<file path="config.mk">
export PLATFORM = sky130hd
export DESIGN_NAME = horner_poly_eval
export DESIGN_NICKNAME = d
export VERILOG_FILES = /design/src/rtl/horner_poly_eval.sv
export SDC_FILE = /design/constraint.sdc
export NUM_CORES = 2
export LEC_CHECK = 0
export CELL_PAD_IN_SITES_DETAIL_PLACEMENT = 0
export CELL_PAD_IN_SITES_GLOBAL_PLACEMENT = 1
export CORE_AREA = 2 2 253 255
export CTS_BUF_LIST = sky130_fd_sc_hd__clkbuf_2
export CTS_CLUSTER_DIAMETER = 40
export DETAILED_ROUTE_END_ITERATION = 10
export DIE_AREA = 0 0 255 257
export PLACE_DENSITY = 0.88
export SYNTH_ARGS = -nofsm -noshare
export SYNTH_HDL_FRONTEND = slang
export SYNTH_SLANG_ARGS = --single-unit
</file>
<file path="constraint.sdc">
create_clock -name clk -period 10.9 [get_ports clk]
set_input_delay 2.18 -clock clk [delete_from_list [all_inputs] [get_ports clk]]
set_output_delay 2.18 -clock clk [all_outputs]
set_load 0.05 [all_outputs]
</file>
<file path="src/rtl/horner_poly_eval.sv">
// Iterative Horner polynomial evaluator: one shared multiply-add per clock.
// Define SATURATE_EN to clamp the product and sum on overflow instead of wrapping.
module horner_poly_eval #(
  parameter int WIDTHIN  = 16,
  parameter int FRACIN   = 14,
  parameter int WIDTHOUT = 32,
  parameter int FRACOUT  = 25,
  parameter int DEGREE   = 5
) (
  input  logic                         clk,
  input  logic                         reset,
  input  logic                         i_valid,
  output logic                         o_ready,
  input  logic [WIDTHIN-1:0]           i_x,
  output logic                         o_valid,
  input  logic                         i_ready,
  output logic [WIDTHOUT-1:0]          o_y,
  output logic                         o_ovf,
  input  logic                         coef_we,
  input  logic [$clog2(DEGREE+1)-1:0]  coef_addr,
  input  logic [WIDTHOUT-1:0]          coef_wdata
);

  localparam int AW = $clog2(DEGREE+1);
  localparam int PW = WIDTHOUT + WIDTHIN;

  localparam logic [WIDTHOUT-1:0] MAX_V =
    {1'b0, {(WIDTHOUT-1){1'b1}}};
  localparam logic [WIDTHOUT-1:0] MIN_V =
    {1'b1, {(WIDTHOUT-1){1'b0}}};

  typedef enum logic [1:0] {
    IDLE,
    CALC,
    DONE
  } state_t;

  state_t                     state_q, state_d;
  logic [WIDTHOUT-1:0]        coef_q [DEGREE+1];
  logic [WIDTHOUT-1:0]        coef_d [DEGREE+1];
  logic signed [WIDTHOUT-1:0] acc_q, acc_d;
  logic signed [WIDTHIN-1:0]  x_q, x_d;
  logic [AW-1:0]              cnt_q, cnt_d;
  logic                       ovf_q, ovf_d;
  logic [WIDTHOUT-1:0]        y_q, y_d;
  logic                       o_ovf_q, o_ovf_d;
  logic                       valid_q, valid_d;

  logic                       accept;
  logic                       we_ok;
  logic [WIDTHOUT-1:0]        top_coef;
  logic [WIDTHOUT-1:0]        cur_coef;
  logic signed [PW-1:0]       prod;
  logic signed [PW-1:0]       prod_sh;
  logic                       prod_ovf;
  logic [WIDTHOUT-1:0]        prod_t;
  logic [WIDTHOUT:0]          sum;
  logic                       sum_ovf;
  logic [WIDTHOUT-1:0]        sum_t;
  logic                       step_ovf;

  assign o_ready = (state_q == IDLE) ||
                   (state_q == DONE && i_ready);
  assign accept  = i_valid && o_ready;
  assign we_ok   = coef_we && (state_q == IDLE) &&
                   (int'(coef_addr) <= DEGREE);

  // A coefficient write in the accept cycle must be visible to the load
  assign top_coef = (we_ok && int'(coef_addr) == DEGREE) ?
                    coef_wdata : coef_q[DEGREE];
  assign cur_coef = coef_q[cnt_q];

  always_comb begin
    prod     = acc_q * x_q;
    prod_sh  = prod >>> FRACIN;
    prod_ovf = prod_sh[PW-1:WIDTHOUT-1] !=
               {(WIDTHIN+1){prod_sh[WIDTHOUT-1]}};
`ifdef SATURATE_EN
    if (prod_ovf)
      prod_t = prod_sh[PW-1] ? MIN_V : MAX_V;
    else
      prod_t = prod_sh[WIDTHOUT-1:0];
`else
    prod_t = prod_sh[WIDTHOUT-1:0];
`endif
    sum     = {prod_t[WIDTHOUT-1], prod_t} +
              {cur_coef[WIDTHOUT-1], cur_coef};
    sum_ovf = sum[WIDTHOUT] ^ sum[WIDTHOUT-1];
`ifdef SATURATE_EN
    if (sum_ovf)
      sum_t = sum[WIDTHOUT] ? MIN_V : MAX_V;
    else
      sum_t = sum[WIDTHOUT-1:0];
`else
    sum_t = sum[WIDTHOUT-1:0];
`endif
    step_ovf = prod_ovf | sum_ovf;
  end

  always_comb begin
    state_d = state_q;
    coef_d  = coef_q;
    acc_d   = acc_q;
    x_d     = x_q;
    cnt_d   = cnt_q;
    ovf_d   = ovf_q;
    y_d     = y_q;
    o_ovf_d = o_ovf_q;
    valid_d = valid_q;

    if (we_ok)
      coef_d[coef_addr] = coef_wdata;

    unique case (state_q)
      IDLE: ;
      CALC: begin
        acc_d = sum_t;
        ovf_d = ovf_q | step_ovf;
        if (cnt_q == '0) begin
          state_d = DONE;
          valid_d = 1'b1;
          y_d     = sum_t;
          o_ovf_d = ovf_q | step_ovf;
        end else begin
          cnt_d = cnt_q - 1'b1;
        end
      end
      DONE: begin
        if (i_ready) begin
          valid_d = 1'b0;
          state_d = IDLE;
        end
      end
      default: state_d = IDLE;
    endcase

    if (accept) begin
      x_d     = i_x;
      acc_d   = top_coef;
      cnt_d   = AW'(DEGREE - 1);
      ovf_d   = 1'b0;
      state_d = CALC;
    end
  end

  always_ff @(posedge clk) begin
    if (!reset) begin
      state_q <= IDLE;
      coef_q  <= '{default: '0};
      acc_q   <= '0;
      x_q     <= '0;
      cnt_q   <= '0;
      ovf_q   <= 1'b0;
      y_q     <= '0;
      o_ovf_q <= 1'b0;
      valid_q <= 1'b0;
    end else begin
      state_q <= state_d;
      coef_q  <= coef_d;
      acc_q   <= acc_d;
      x_q     <= x_d;
      cnt_q   <= cnt_d;
      ovf_q   <= ovf_d;
      y_q     <= y_d;
      o_ovf_q <= o_ovf_d;
      valid_q <= valid_d;
    end
  end

  assign o_valid = valid_q;
  assign o_y     = y_q;
  assign o_ovf   = o_ovf_q;

endmodule

</file>
==> run metrics <==
Ys Warns 0; Sw Ratio 0.406; Slew Limit Fails 0; critical path fanouts, max 27; CP Class flop to flop; hold worst-path end coef_q[49]; FF-to-FF path depth 33; core footprint 0.0627 mm^2; crit share post-route 0.861; TritonRoute pass-1 iters 5; H-tree depth 3; CP arrival 10.23 ns; Yosys reg bits 280; largest net degree at the start of global routing 90; Post-synth EDFFs 0; vias per cell 5.34; Core Rows 92; worst hold-check path type flop to flop; Final ANT Viol Nets 0; PwrDens 87.3 mW/mm^2; Net Count, Synth 4311; hold depth 2; share of layout cells above drive strength 1 0.0645; cells after synthesis 3621; r2r endpoint ovf_q; Worst path slowest cell dfxtp_1; worst path buffer plus inverter count 7; total number of vias 24200; grt total ovfl 0; top-area cell type share of the netlist area 0.313; Flop pwr share 0.395; Final Critical Period 9.38 ns; Num Clock Sinks 280; Internal Power 1.73 mW; syn_area_per_cell 8.59 um^2; CP max stage delay 1.08 ns; post-CTS setup buffers 0; Clock Power Share 0.274; Post-Route WL 82800 um; Max Clock Skew 0.150 ns; Critical Path RT 11.74 ns; Area contributors post-synth fa_1, dfxtp_1, nand2_1, inv_1, ha_1; clock-pin slew on the worst setup and hold paths 0.09 ns; Layout area overhead 7.30%; TritonCTS buffer count 80; worst vdd ir 0.0000931 V; first-pass GRT wire length 137000 um; Max transition margin 0.229; clk_lat worst skew 1.08 ns; initial antenna violation count 2; synth cell count leaders nand2_1, inv_1, fa_1; Post-Route Utilization 0.532; Async SR Flop Fraction 0; nets 4327; leakage power total 14.6 nW; Fmax 107 MHz; starting density of the core 0.496; drc violations 0; Die Width 255 um; Setup-failing EPs final 0; RSZ-0062 raised after global routing no; CTS max path bufs 3; initial drt markers 1754; area leader, netlist fa_1; vias in the first global route 25400; most common cell in the synthesized netlist nand2_1; Worst R2R Setup Slack 1.52 ns; register area share after synthesis 0.180; total negative setup slack 0 ns; actual slew at the worst max-slew pin 1.15 ns; Synth cell types 70; Gate power share 0.332; startpoint types flop; Psw 1.18 mW; Final Hold Vio Count 0; Top FF cell, synth dfxtp_1; cts hold-fix bufs 0; Die Y 257 um; GPL Wtd Cong 0.925; FF-to-FF Start x_q[3]; FILL cells 5941; detailed placement HPWL 62000 um; port bufs 90; # IOs 91; Total Power 2.91 mW; status finished, final reports clean; root buffer cell clkbuf_2; gr usage total 0.266; Hold WS 0.458 ns; CP top delay family adder cells; Die ar. 0.0655 mm^2; WL/cell 18.2 um; Syn Std Cell Area 0.0311 mm^2; crit end category flop; Hold Startpoint coef_q[49]; post-cts resize count 0; Max Cap Viol 0; CTS tree yes
worst max path at each step:
stage	from	endpoint	slack (ns)	cells after the start
2_1_floorplan	acc_q[10]	acc_q[31]	3.16	31
3_3_place_gp	x_q[3]	o_ovf	1.86	33
3_5_place_dp	x_q[3]	ovf_q	1.74	33
4_1_cts	x_q[3]	ovf_q	1.61	33
5_1_grt	x_q[3]	o_ovf	1.16	33
6_report	x_q[3]	ovf_q	1.52	33
worst min-delay path, cell delays in order, from the launching register on:
cell,delay [ns]
dfxtp_1,0.32
nand2_1,0.05
a21oi_1,0.05
per-layer routing:
metal	GRT usage	vias up	wire length [um]
li1	-	11300	-
met1	0.377	11900	37000
met2	0.413	874	37200
met3	0.0573	108	6820
met4	0.0686	0	1710
met5	0	-	0
kinds of logic after synthesis:
family / synth area share
and+or+nand+nor: 0.168
buffers and inverters: 0.101
adders and majority gates: 0.372
AOI/OAI and AO/OA: 0.113
DFF: 0.180
muxes: 0.0441
xor gates and xnor gates: 0.0208
area by class of cell:
type                       instances  area (um^2)  area share
multi-input combinational       2508        22400       0.671
sequential                       280         5610       0.168
inverter                         634         2380      0.0713
timing repair buffer             133         1220      0.0366
tap                              846         1060      0.0317
clock buffer                     117          586      0.0175
clock inverter                    18          128     0.00382
antenna                            3         7.51    0.000225
power groups by stage:
stage               clock [mW]  sequential [mW]  combinational (mW)
CTS                      0.819             1.15               0.963
global route             0.869             1.16                1.07
detailed placement           0             1.17               0.944
finish                   0.798             1.15               0.966
global placement             0             1.17               0.950
floorplan                    0             1.14               0.649
layout by cell type, fill, tap and decap left out, types with 6 or more instances in the layout:
cell type	instances
mux4_2	32
o21bai_1	19
clkdlybuf4s50_1	89
and2_1	216
nand4_1	15
nand3_1	15
dfxtp_1	278
xnor2_1	45
a21o_1	16
nand2_1	767
ha_1	148
clkinv_1	6
o211a_1	7
nor3_1	11
o211ai_1	15
nand2b_1	14
mux2i_1	65
a31oi_1	9
o21ai_0	47
buf_4	44
xor2_1	29
a21boi_0	139
a211oi_1	12
fa_1	486
o21ai_1	12
inv_1	633
a22o_1	7
o21a_1	16
nor2b_1	11
nor2_1	105
a21oi_1	127
o221ai_1	21
clkbuf_2	117
o22ai_1	35
stage by stage:
step / area, um^2 / worst slack, ns / instances
after floorplan: 31100 / 3.16 / 3621
final: 33400 / 1.52 / 4539
after global routing: 33400 / 1.16 / 4537
after global placement: 32600 / 1.86 / 4401
after CTS: 33400 / 1.61 / 4536
after detailed placement: 32600 / 1.74 / 4401
sequential cells by signal, summed over array words and instances, names as in the netlist:
name	count
coef_q	192
acc_q	32
o_y	32
x_q	16
cnt_q	3
state_q	2
o_ovf	1
o_valid	1
ovf_q	1
(Power assumes the default switching activity.)
